$ cat src/rtl/pr_update_scheduler.sv
// Branch-predictor update scheduler: merges two commit ports into a FIFO drained one per cycle,
// with BTB invalidate sequencing. Optional feature macro: UPD_COALESCE_EN (same-PC update merge).
module pr_update_scheduler #(
    parameter int DEPTH      = 8,
    parameter int INV_CYCLES = 4,
    parameter int UPD_W      = 72
) (
    input  logic                       clk,
    input  logic                       rst_n,
    input  logic [1:0]                 upd_valid_i,
    input  logic [UPD_W-1:0]           upd_data0_i,
    input  logic [UPD_W-1:0]           upd_data1_i,
    output logic [1:0]                 upd_ready_o,
    output logic                       out_valid_o,
    output logic [UPD_W-1:0]           out_data_o,
    input  logic                       out_ready_i,
    input  logic                       btb_inv_i,
    output logic                       busy_o,
    output logic [$clog2(DEPTH):0]     count_o,
    output logic [15:0]                drop_cnt_o
);

    localparam int AW = $clog2(DEPTH);
    localparam int CW = AW + 1;
    localparam int IW = (INV_CYCLES > 1) ? $clog2(INV_CYCLES) : 1;
`ifdef UPD_COALESCE_EN
    localparam int PC_LSB = 35;
    localparam int PC_MSB = 66;
`endif

    typedef enum logic [0:0] {
        ST_RUN = 1'b0,
        ST_INV = 1'b1
    } state_t;

    state_t              state_r;
    logic [IW-1:0]       inv_cnt_r;
    logic [AW-1:0]       head_r;
    logic [AW-1:0]       tail_r;
    logic [CW-1:0]       count_r;
    logic [15:0]         drop_r;
    logic [UPD_W-1:0]    mem_r [DEPTH];

    logic                run_s;
    logic                inv_take_s;
    logic [CW-1:0]       free_s;
    logic [1:0]          ready_s;
    logic                acc0_s;
    logic                acc1_s;
    logic                out_valid_s;
    logic                pop_s;
    logic                merge0_s;
    logic                merge1_s;
    logic [AW-1:0]       wr0_idx_s;
    logic [AW-1:0]       wr1_idx_s;
    logic [CW-1:0]       alloc_s;
    logic [CW-1:0]       merge_cnt_s;
    logic [CW-1:0]       count_next_s;
`ifdef UPD_COALESCE_EN
    logic                can_merge_s;
    logic [AW-1:0]       newest_idx_s;
    logic [31:0]         newest_pc_s;
`endif

    function automatic logic [15:0] sat_add16(input logic [15:0] a, input logic [CW-1:0] b);
        logic [16:0] sum;
        sum = {1'b0, a} + 17'(b);
        return sum[16] ? 16'hFFFF : sum[15:0];
    endfunction

    // Handshake qualification: traffic only flows in RUN with no invalidate pending this cycle.
    always_comb begin
        run_s       = (state_r == ST_RUN) && !btb_inv_i;
        inv_take_s  = (state_r == ST_RUN) && btb_inv_i;
        free_s      = CW'(DEPTH) - count_r;
        ready_s[0]  = rst_n && run_s && (free_s >= CW'(1));
        ready_s[1]  = rst_n && run_s && (free_s >= CW'(2));
        acc0_s      = upd_valid_i[0] && ready_s[0];
        acc1_s      = upd_valid_i[1] && ready_s[1];
        out_valid_s = run_s && (count_r != '0);
        pop_s       = out_valid_s && out_ready_i;
    end

    // Slot selection for accepted updates; merges redirect a write onto an existing slot.
    always_comb begin
        wr0_idx_s = tail_r;
        wr1_idx_s = tail_r + AW'(acc0_s);
        merge0_s  = 1'b0;
        merge1_s  = 1'b0;
`ifdef UPD_COALESCE_EN
        // With two or more entries the newest one is never the head, so it cannot be popped now.
        can_merge_s  = (count_r >= CW'(2));
        newest_idx_s = tail_r - AW'(1'b1);
        newest_pc_s  = mem_r[newest_idx_s][PC_MSB:PC_LSB];
        if (acc0_s && can_merge_s && (upd_data0_i[PC_MSB:PC_LSB] == newest_pc_s)) begin
            merge0_s  = 1'b1;
            wr0_idx_s = newest_idx_s;
        end else begin
            merge0_s  = 1'b0;
            wr0_idx_s = tail_r;
        end
        if (acc1_s && acc0_s && (upd_data1_i[PC_MSB:PC_LSB] == upd_data0_i[PC_MSB:PC_LSB])) begin
            merge1_s  = 1'b1;
            wr1_idx_s = wr0_idx_s;
        end else if (acc1_s && !acc0_s && can_merge_s &&
                     (upd_data1_i[PC_MSB:PC_LSB] == newest_pc_s)) begin
            merge1_s  = 1'b1;
            wr1_idx_s = newest_idx_s;
        end else begin
            merge1_s  = 1'b0;
            wr1_idx_s = tail_r + AW'(acc0_s && !merge0_s);
        end
`endif
        alloc_s      = CW'(acc0_s && !merge0_s) + CW'(acc1_s && !merge1_s);
        merge_cnt_s  = CW'(merge0_s) + CW'(merge1_s);
        count_next_s = count_r + alloc_s - CW'(pop_s);
    end

    // Invalidate sequencer: hold INV until the counter expires with no request outstanding.
    always_ff @(posedge clk or negedge rst_n) begin
        if (!rst_n) begin
            state_r   <= ST_RUN;
            inv_cnt_r <= '0;
        end else begin
            case (state_r)
                ST_RUN: begin
                    if (btb_inv_i) begin
                        state_r   <= ST_INV;
                        inv_cnt_r <= IW'(INV_CYCLES - 1);
                    end
                end
                ST_INV: begin
                    if (btb_inv_i) begin
                        inv_cnt_r <= IW'(INV_CYCLES - 1);
                    end else if (inv_cnt_r == '0) begin
                        state_r <= ST_RUN;
                    end else begin
                        inv_cnt_r <= inv_cnt_r - IW'(1'b1);
                    end
                end
                default: begin
                    state_r   <= ST_RUN;
                    inv_cnt_r <= '0;
                end
            endcase
        end
    end

    // Queue storage, pointers, occupancy and discard accounting.
    always_ff @(posedge clk or negedge rst_n) begin
        if (!rst_n) begin
            head_r  <= '0;
            tail_r  <= '0;
            count_r <= '0;
            drop_r  <= '0;
            for (int i = 0; i < DEPTH; i++) begin
                mem_r[i] <= '0;
            end
        end else if (inv_take_s) begin
            head_r  <= tail_r;
            count_r <= '0;
            drop_r  <= sat_add16(drop_r, count_r);
        end else begin
            if (acc0_s) begin
                mem_r[wr0_idx_s] <= upd_data0_i;
            end
            // Port 1 is written last so it wins when both target the same slot.
            if (acc1_s) begin
                mem_r[wr1_idx_s] <= upd_data1_i;
            end
            tail_r  <= tail_r + alloc_s[AW-1:0];
            head_r  <= head_r + AW'(pop_s);
            count_r <= count_next_s;
            drop_r  <= sat_add16(drop_r, merge_cnt_s);
        end
    end

    assign upd_ready_o = ready_s;
    assign out_valid_o = out_valid_s;
    assign out_data_o  = mem_r[head_r];
    assign busy_o      = (state_r == ST_INV);
    assign count_o     = count_r;
    assign drop_cnt_o  = drop_r;

endmodule

$ cat config.mk
export PLATFORM = sky130hd
export DESIGN_NAME = pr_update_scheduler
export DESIGN_NICKNAME = d
export VERILOG_FILES = /design/src/rtl/pr_update_scheduler.sv
export SDC_FILE = /design/constraint.sdc
export NUM_CORES = 1
export LEC_CHECK = 0
export BUFFER_PORTS_ARGS = -buffer_cell sky130_fd_sc_hd__buf_2
export CAP_MARGIN = 20
export CORE_UTILIZATION = 45
export DETAILED_ROUTE_END_ITERATION = 8
export MAX_ROUTING_LAYER = met4
export PLACE_DENSITY = 0.61
export SYNTH_ARGS = -nofsm -noshare
export SYNTH_HDL_FRONTEND = slang
export SYNTH_SLANG_ARGS = --single-unit
$ cat constraint.sdc
create_clock -name clk -period 4.42 [get_ports clk]
set_clock_uncertainty 0.1 [all_clocks]
set_input_delay 0.663 -clock clk [delete_from_list [all_inputs] [get_ports clk]]
set_output_delay 0.663 -clock clk [all_outputs]
set_load 0.05 [all_outputs]
## Word level (Yosys, flattened, before mapping)

Index checks and enable logic that the tools add are counted.
W data, S select, Z words.

| operators by class | value |
|---|---|
| $add $sub $neg | 9 |
| magnitude comparators | 7 |
| equality and inequality tests | 2 |
| muxes and demuxes | 24 |
| bitwise logic cells | 4 |
| reductions and logical operators | 15 |

Operators with widths:

| operator | number |
|---|---|
| $mux W576 | 3 |
| $bwmux W576 | 2 |
| $demux W72 S3 | 2 |
| $mux W72 | 4 |
| $bmux W72 S3 | 1 |
| $mux W16 | 2 |
| $add A16 B4 Y17 | 1 |
| $ge A4 B4 Y1 const B | 3 |
| $not A3 Y4 | 3 |
| $logic_and A1 B1 Y1 | 11 |
| $lt A4 B1 Y1 const B | 2 |
| $add A3 B1 Y3 | 2 |
| $mux W2 | 3 |
| $add A4 B2 Y4 | 1 |
| $ge A4 B1 Y1 const B | 1 |
| $ge A4 B2 Y1 const B | 1 |
| $mux W4 | 1 |
| $pmux W2 S2 | 1 |
| $reduce_bool A4 Y1 | 1 |
| $sub A4 B1 Y4 | 1 |
| $sub A4 B4 Y4 const A | 1 |
| $add A3 B2 Y3 | 1 |
| $mux W1 | 3 |
| $mux W3 | 1 |
| 9 further kinds | 9 |

| word-level totals | value |
|---|---|
| register bits after elaboration | 605 |
| bits of input ports | 150 |
| output and inout bits | 96 |

## Longest topological paths before layout

Gate-level depths: netlist of the first run.

| logic depth | value |
|---|---|
| word-level depth | 13 |
| mapped depth | 16 |

## Least setup slack after synthesis of the first run

Ideal clock, no wire load.

| path | value |
|---|---|
| path kind | flip-flop to flip-flop |
| start | register count_r[1], in the netlist count_o[1] |
| end | register count_r[2], in the netlist count_o[2] |
| setup time | 0.132 ns |
| data arrival time | 3.958 ns |
| path slack | 0.230 ns |
| stages on the path, launching flop included | 16 |
| clock period less this slack | 4.190 ns |
| cell sequence | dfrtp_1 inv_1 ha_1 xnor2_1 nor3_1 buf_2 a21oi_1 and2_1 ha_1 inv_1 ha_1 inv_1 ha_1 fa_1 xnor2_1 nor2_1 |

| on the way | value |
|---|---|
| longest elaborated chain between the ends | 8 |
| elaborated cells on any way between the ends | 14 |
| those cells by class | add/sub: 4; order compare: 2; mux: 1; reduce/logical: 7 |

Ends and longest elaborated chain:

| what | line | source |
|---|---|---|
| start, declared | 40 | `logic [CW-1:0] count_r;` |
| start signal, assigned | 173 | `count_r <= count_next_s;` |
| $sub A4 B4 Y4 | 75 | `free_s = CW'(DEPTH) - count_r;` |
| $ge A4 B2 Y1 | 77 | `ready_s[1] = rst_n && run_s && (free_s >= CW'(2));` |
| $logic_and A1 B1 Y1 | 77 |  |
| via upd_ready_o[1] | 13 | `output logic [1:0] upd_ready_o,` |
| $logic_and A1 B1 Y1 | 79 | `acc1_s = upd_valid_i[1] && ready_s[1];` |
| $add A1 B1 Y2 | 114 | `alloc_s = CW'(acc0_s && !merge0_s) + CW'(acc1_s && !merge1_s);` |
| $add A4 B2 Y4 | 116 | `count_next_s = count_r + alloc_s - CW'(pop_s);` |
| $sub A4 B1 Y4 | 116 |  |
| $mux W4 | 159 | `end else if (inv_take_s) begin` |

The timed path passes the listed nets, and every way through them passes these cells.
A chain may end at the register's enable or synchronous reset.

## Final worst setup path of the first run

| path | value |
|---|---|
| start | register count_r[1], in the netlist count_o[1] |
| end | register mem_r[367] in the netlist's numbering |

| on the way | value |
|---|---|
| longest elaborated chain between the ends | 12 |
| elaborated cells on any way between the ends | 18 |
| those cells by class | add/sub: 2; order compare: 4; mux: 6; bitwise: 1; reduce/logical: 5 |

Ends and longest elaborated chain:

| what | line | source |
|---|---|---|
| $sub A4 B4 Y4 * | 75 |  |
| $ge A4 B1 Y1 | 76 | `ready_s[0] = rst_n && run_s && (free_s >= CW'(1));` |
| $logic_and A1 B1 Y1 | 76 |  |
| $logic_and A1 B1 Y1 | 78 | `acc0_s = upd_valid_i[0] && ready_s[0];` |
| $add A3 B1 Y3 | 87 | `wr1_idx_s = tail_r + AW'(acc0_s);` |
| $not A3 Y4 (implied by the code) | 169 | `mem_r[wr1_idx_s] <= upd_data1_i;` |
| $ge A4 B4 Y1 (implied by the code) / $lt A4 B1 Y1 (equally long branches) | 169 |  |
| $logic_and A1 B1 Y1 (implied by the code) | 169 |  |
| $mux W72 (implied by the code) | 169 |  |
| $demux W72 S3 | 169 |  |
| $bwmux W576 | 169 |  |
| $mux W576 * | 168 | `if (acc1_s) begin` |
| end signal, assigned by index | 165 | `mem_r[wr0_idx_s] <= upd_data0_i;` |
| end signal, assigned by index | 169 |  |
| end, declared | 42 | `logic [UPD_W-1:0] mem_r [DEPTH];` |

Mark *: on every way between the ends. The rest lies on a longest branch, timed or not. The select of a mux whose other input is x is not followed.

==> results of run 1 <==
## power breakdown
part | internal [mW] | leakage, nW | total (mW) | switching [mW]
combinational | 2.87 | 6.01 | 7.68 | 4.81
sequential | 6.42 | 8.24 | 7.12 | 0.705
clock | 3.44 | 1.14 | 5.95 | 2.51
total | 12.7 | 15.4 | 20.8 | 8.03
## cells by family (layout without fill, tap and decap cells)
kind of cell | Yosys count | in the layout | share of synthesized area
xor+xnor | 13 | 13 | 0.00403
mux | 225 | 225 | 0.130
compound gates | 607 | 607 | 0.165
other cells | 0 | 14 | 0
fa+ha+maj | 23 | 23 | 0.00970
flops | 605 | 605 | 0.473
simple gates | 1197 | 1197 | 0.172
buf+inv | 340 | 489 | 0.0455
## per-layer routing
metal | routed length, um | part of all wire | GRT usage | up-vias
li1 | - | - | - | 11700
met1 | 47600 | 0.37 | 0.457 | 14500
met2 | 58300 | 0.46 | 0.545 | 2119
met3 | 15100 | 0.12 | 0.0805 | 497
met4 | 7110 | 0.056 | 0.202 | 0
met5 | 0 | 0 | - | -
## registers in the layout, indices dropped and copies added, names as in the netlist
| signal | cells |
|---|---|
| busy_o | 1 |
| drop_cnt_o | 16 |
| inv_cnt_r | 2 |
| tail_r | 3 |
| head_r | 3 |
| mem_r | 576 |
| count_o | 4 |
## worst max path at each step
| stage | from | endpoint | slack, ns | cells past startpoint |
|---|---|---|---|---|
| floorplan | count_o[1] | count_o[2] | 0.23 | 15 |
| global placement | count_o[1] | mem_r[367] | 0.31 | 13 |
| detailed placement | count_o[1] | mem_r[361] | 0.23 | 13 |
| CTS | count_o[1] | mem_r[367] | 0.21 | 13 |
| global route | count_o[1] | mem_r[369] | 0.02 | 13 |
| finish | count_o[1] | mem_r[367] | 0.16 | 13 |
## cell usage in the layout (no fill, tap or decap), types with 5 or more instances in the layout
cell,count
ha_1,20
buf_2,244
a211oi_1,351
buf_12,30
a211oi_4,8
clkinv_2,11
o221a_2,155
inv_1,18
nor3_1,549
nand2_1,102
clkbuf_1,21
a21oi_1,7
nand3_1,75
clkbuf_16,72
nand2b_1,22
nor2_1,396
a221oi_1,60
mux4_2,144
dfrtp_1,602
clkbuf_8,14
o21ai_0,5
buf_4,66
xnor2_1,8
diode_2,14
mux2_2,79
o211ai_4,5
## stage by stage
stage / cell area, sq um / hold WS, ns / power (mW) / worst slack [ns] / util
global route: 36700 / 0.221 / 21.5 / 0.0230 / 0.523
finish: 36700 / 0.180 / 20.8 / 0.162 / 0.523
floorplan: 32000 / 0.267 / 12.7 / 0.230 / -
global placement: 34300 / 0.368 / 14.7 / 0.307 / 0.489
detailed placement: 34300 / 0.382 / 14.8 / 0.226 / 0.489
CTS: 36600 / 0.204 / 20.8 / 0.214 / 0.522
## worst reg2reg max path: stages, from the launching register on
cell and delay, ns:
dfrtp_1 0.46, inv_1 0.18, ha_1 0.23, or3b_1 0.42
o31ai_4 0.26, inv_4 0.12, ha_1 0.20, ha_1 0.24
xor2_2 0.37, buf_4 0.28, a211oi_4 0.08, nor2_2 0.64
buf_4 0.40, a211oi_1 0.13
## layout make-up
class	count	area, sq um	share of cell area
diodes	14	35.0	0.000955
clock inverters	21	239	0.00652
repair buffers	342	2360	0.0643
inverters	19	73.8	0.00201
multi-input cells	2065	15600	0.425
flip-flops and latches	605	15200	0.413
well taps	940	1180	0.0321
clock buffers	107	2070	0.0565
==> flow_summary.toml, run 1 <==
[outcome]
status = "completed"

[global_route]
grt_pass1_vias = 28900
track_usage = 0.363
antenna_found_initial = 13
grt_pass1_wl_um = 187000
overflow = 0
grt_max_degree = 187

[synthesis]
synth_most_common_cell = "dfrtp_1"
synth_flop_cell = "dfrtp_1"
syn_area_sq_um = 32000
synth.lib_cells_used.distinct = 59
syn_avg_cell_area_sq_um = 10.6
ys_top_cells_by_count = "dfrtp_1, nor3_1, nor2_1"
synthCells = 3010
ys_warn_count = 0
synth_seq_cells = 605
synth_enable_flop_cells = 0
synth.top_cell.area_share = 0.473
ys_async_sr_fraction = 1.00
synth_top_area_cell = "dfrtp_1"
yosys-top-cells-area = "dfrtp_1, mux4_2, nor3_1"
syn_nets = 3183
ys_seq_area_frac = 0.473

[detailed_routing]
vias = 28800
drc_errors = 0
viasPerCell = 7.00
wl_per_cell_um = 31.1
firstDrtPassIters = 6
final_antenna_net_count = 0
totalWireLength_um = 128000
drtIter0Drc = 3995

[final_layout]
syn_to_final_growth_pct = 14.7
fin_nets = 3277
instances_no_fill = 4113
drive_above_1_share = 0.278
n_fill_cell = 6157

[placement]
gp_congestion = 0.872
dp_hpwl_um = 71200
io_buffers = 245
dp.cells = 3970

[worst_setup_path]
crit_family = "simple AND/OR/NAND/NOR gates"
reg2reg_setup_slack_ns = 0.16
cp-end-kind = "register"
critical_path.slowest_cell = "nor2_2"
cpPeakStageDelay_ns = 0.64
path_class = "reg -> reg"
path_buf_inv = 4
arrival_ns = 4.62
rr_endpoint = "mem_r[367]"
crit_top_cell = "ha_1"
start_kind = "register"
worstPathMaxFanout = 10
rr_startpoint = "count_o[1]"
rr_worst_depth = 13
path_cells = "inv_1 -> ha_1 -> or3b_1 -> o31ai_4 -> inv_4 -> ha_1 -> ha_1 -> xor2_2 -> buf_4 -> a211oi_4 -> nor2_2 -> buf_4 -> a211oi_1"
critPathRequiredTime_ns = 4.78

[die]
rows = 97
start_util = 0.456
io_pins = 246
die_h_um = 269
die_area_sq_um = 72100
die_w_um = 269
core_sq_um = 70100

[timing]
hold_violations = 0
grt_setup_unrepaired = "no"
relSlewSlack = 0.271
min_period_ns = 4.26
max_freq_mhz = 235
tightest_slew_ns = 1.09
finalSetupTns_ns = 0
slew_violations = 0
period_share = 0.963
setup_viol = 0

[clock_tree]
cts_tree = "built"
clkTransAtPathRegs_ns = 0.06
cts_root_buf = "clkbuf_16"
numCtsBuffers = 71
cts_num_sinks = 605
cts.path.max_buffers = 3
cts_resized = 0
clock_latency_ns = 0.61
ctsHoldBuffers = 0
postCtsSetupBuffers = 0
h-tree-depth = 3

[flow_run]
cap_violations = 0

[power_and_ir_drop]
powerDensity_nw_per_um2 = 566
p_leak_nw = 15.4
vdd_ir_drop_max_mv = 0.472

[min_path]
hold_class = "in -> async"
Power figures use the tool's default switching activity.
==> inputs of run 2 (changes only) <==
- CAP_MARGIN: 20 -> unset
- SETUP_SLACK_MARGIN: unset -> 0.4
==> run 2 against run 1 <==
Effect of this change: non-clock buffer count up 47; setup slack improved by 0.34 ns; flip-flop and latch count is the same; sequential power increased by 0.8%; wire length up 7.3%; critical path depth did not move; die area unchanged; critical endpoint is now mem_r[481].
==> flow_summary.toml, run 2 (synthesis gave the netlist of run 1 again) <==
[detailed_routing]
viasPerCell = 7.16
wl_per_cell_um = 33.1
final_antenna_net_count = 0
drc_errors = 0
totalWireLength_um = 137000
firstDrtPassIters = 6
drtIter0Drc = 4085
vias = 29700

[power_and_ir_drop]
vdd_ir_drop_max_mv = 0.442
clock_power_share = 0.280
power_mw = 20.7
combPwrFrac = 0.373
power.switching_mw = 7.99
p_seq_frac = 0.347
p_leak_nw = 15.7
netSwitchingFraction = 0.386
powerDensity_nw_per_um2 = 553
internal_power_mw = 12.7

[die]
io_pins = 246
die_area_sq_um = 72100
rows = 97
core_sq_um = 70100
start_util = 0.456
die_w_um = 269
die_h_um = 269

[final_layout]
drive_above_1_share = 0.292
n_fill_cell = 6120
final_common_cell = "dfrtp_1"
multi_input_area_sq_um = 15700
largest_reg_flops = 576
instances_no_fill = 4155
largest-register = "mem_r"
fin_nets = 3325
layout_common_cells = "dfrtp_1, nor3_1, nor2_1"
seq_area_sq_um = 15200
syn_to_final_growth_pct = 17.0

[timing]
hold_violations = 0
relSlewSlack = 0.244
period_share = 0.886
min_period_ns = 3.92
max_freq_mhz = 255
setup_viol = 0
finalSetupTns_ns = 0
grt_setup_unrepaired = "yes"
whs_ns = 0.240
slew_violations = 0
tightest_slew_ns = 1.13

[min_path]
hold_class = "in -> reg"

[flow_run]
cap_violations = 0

[global_route]
grt_max_degree = 142
grt_pass1_vias = 29400
antenna_found_initial = 11
grt_pass1_wl_um = 192000
track_usage = 0.372
overflow = 0

[clock_tree]
h-tree-depth = 3
cts.path.max_buffers = 3
clkTransAtPathRegs_ns = 0.06
numCtsBuffers = 70
clock_latency_ns = 0.60
cts_root_buf = "clkbuf_16"
cts_tree = "built"
cts_num_sinks = 605

[worst_setup_path]
path_class = "reg -> reg"
cp-end-kind = "register"
start_kind = "register"
critPathRequiredTime_ns = 4.82
worstPathMaxFanout = 38
arrival_ns = 4.32

[placement]
dp.cells = 3973
gp_congestion = 0.887
dp_hpwl_um = 72800
io_buffers = 245

[outcome]
status = "completed"
## run 2: final timing paths
| kind | startpoint | to | slack (ns) | cells after the start |
|---|---|---|---|---|
| setup / recovery | count_o[0] | mem_r[481] | 0.50 | 13 |
| hold / removal | upd_data1_i[46] | mem_r[478] | 0.24 | 3 |
| setup reg to reg | count_o[0] | mem_r[481] | 0.50 | 13 |
| hold reg to reg | inv_cnt_r[1] | inv_cnt_r[1] | 0.39 | 1 |
| max in group asynchronous | rst_n | mem_r[486] | 0.90 | 5 |
| min in group asynchronous | rst_n | count_o[1] | 0.41 | 2 |
## run 2: layout make-up
cell class                      count  share of cell area
Antenna cell                       13            0.000869
Clock buffer                      107              0.0557
Clock inverter                     15             0.00401
Inverter                           19             0.00197
Multi-Input combinational cell   2067               0.419
Sequential cell                   605               0.405
Tap cell                          940              0.0314
Timing Repair Buffer              389              0.0826
## run 2: through the flow
step           cell area [sq um]  worst slack [ns]   util
2_1_floorplan              32000             0.498      -
3_3_place_gp               34400             0.192  0.490
3_5_place_dp               34400            0.0679  0.490
4_1_cts                    36800             0.397  0.525
5_1_grt                    37400             0.364  0.533
6_report                   37400             0.502  0.533
## run 2: timing repair
item / 4_1_cts / 5_1_grt
buffers inserted: 8 / 20
hold endpoints to repair: 13 / 0
endpoints found under the setup margin: 297 / 496
pin swaps: 7 / 9
hold buffers: 1 / 0
resized for setup: 7 / 36
cloned: 4 / 14
## run 2: metal layers
layer  share of wire  vias up  GRT usage
met3            0.13      565     0.0942
li1                -    11800          -
met4           0.065        0      0.197
met2            0.44     2394      0.558
met5               0        -          -
met1            0.36    15000      0.464
## run 2: power groups by stage
stage,Combinational (mW),Sequential (mW),Clock (mW)
floorplan,5.64,7.02,0
global placement,7.51,7.21,0
detailed placement,7.60,7.26,0
CTS,7.64,7.16,5.84
global route,8.09,7.29,6.06
finish,7.71,7.18,5.80
## run 2: critical path, stage by stage, from the launching register on
cell and delay, ns:
dfrtp_2 0.46, inv_1 0.10, ha_2 0.20, or3b_1 0.41, o31ai_4 0.33, inv_4 0.12, ha_1 0.20, ha_2 0.30
nand3b_1 0.27, buf_4 0.20, a211oi_4 0.33, buf_12 0.33, nor3_1 0.11, a211oi_1 0.32
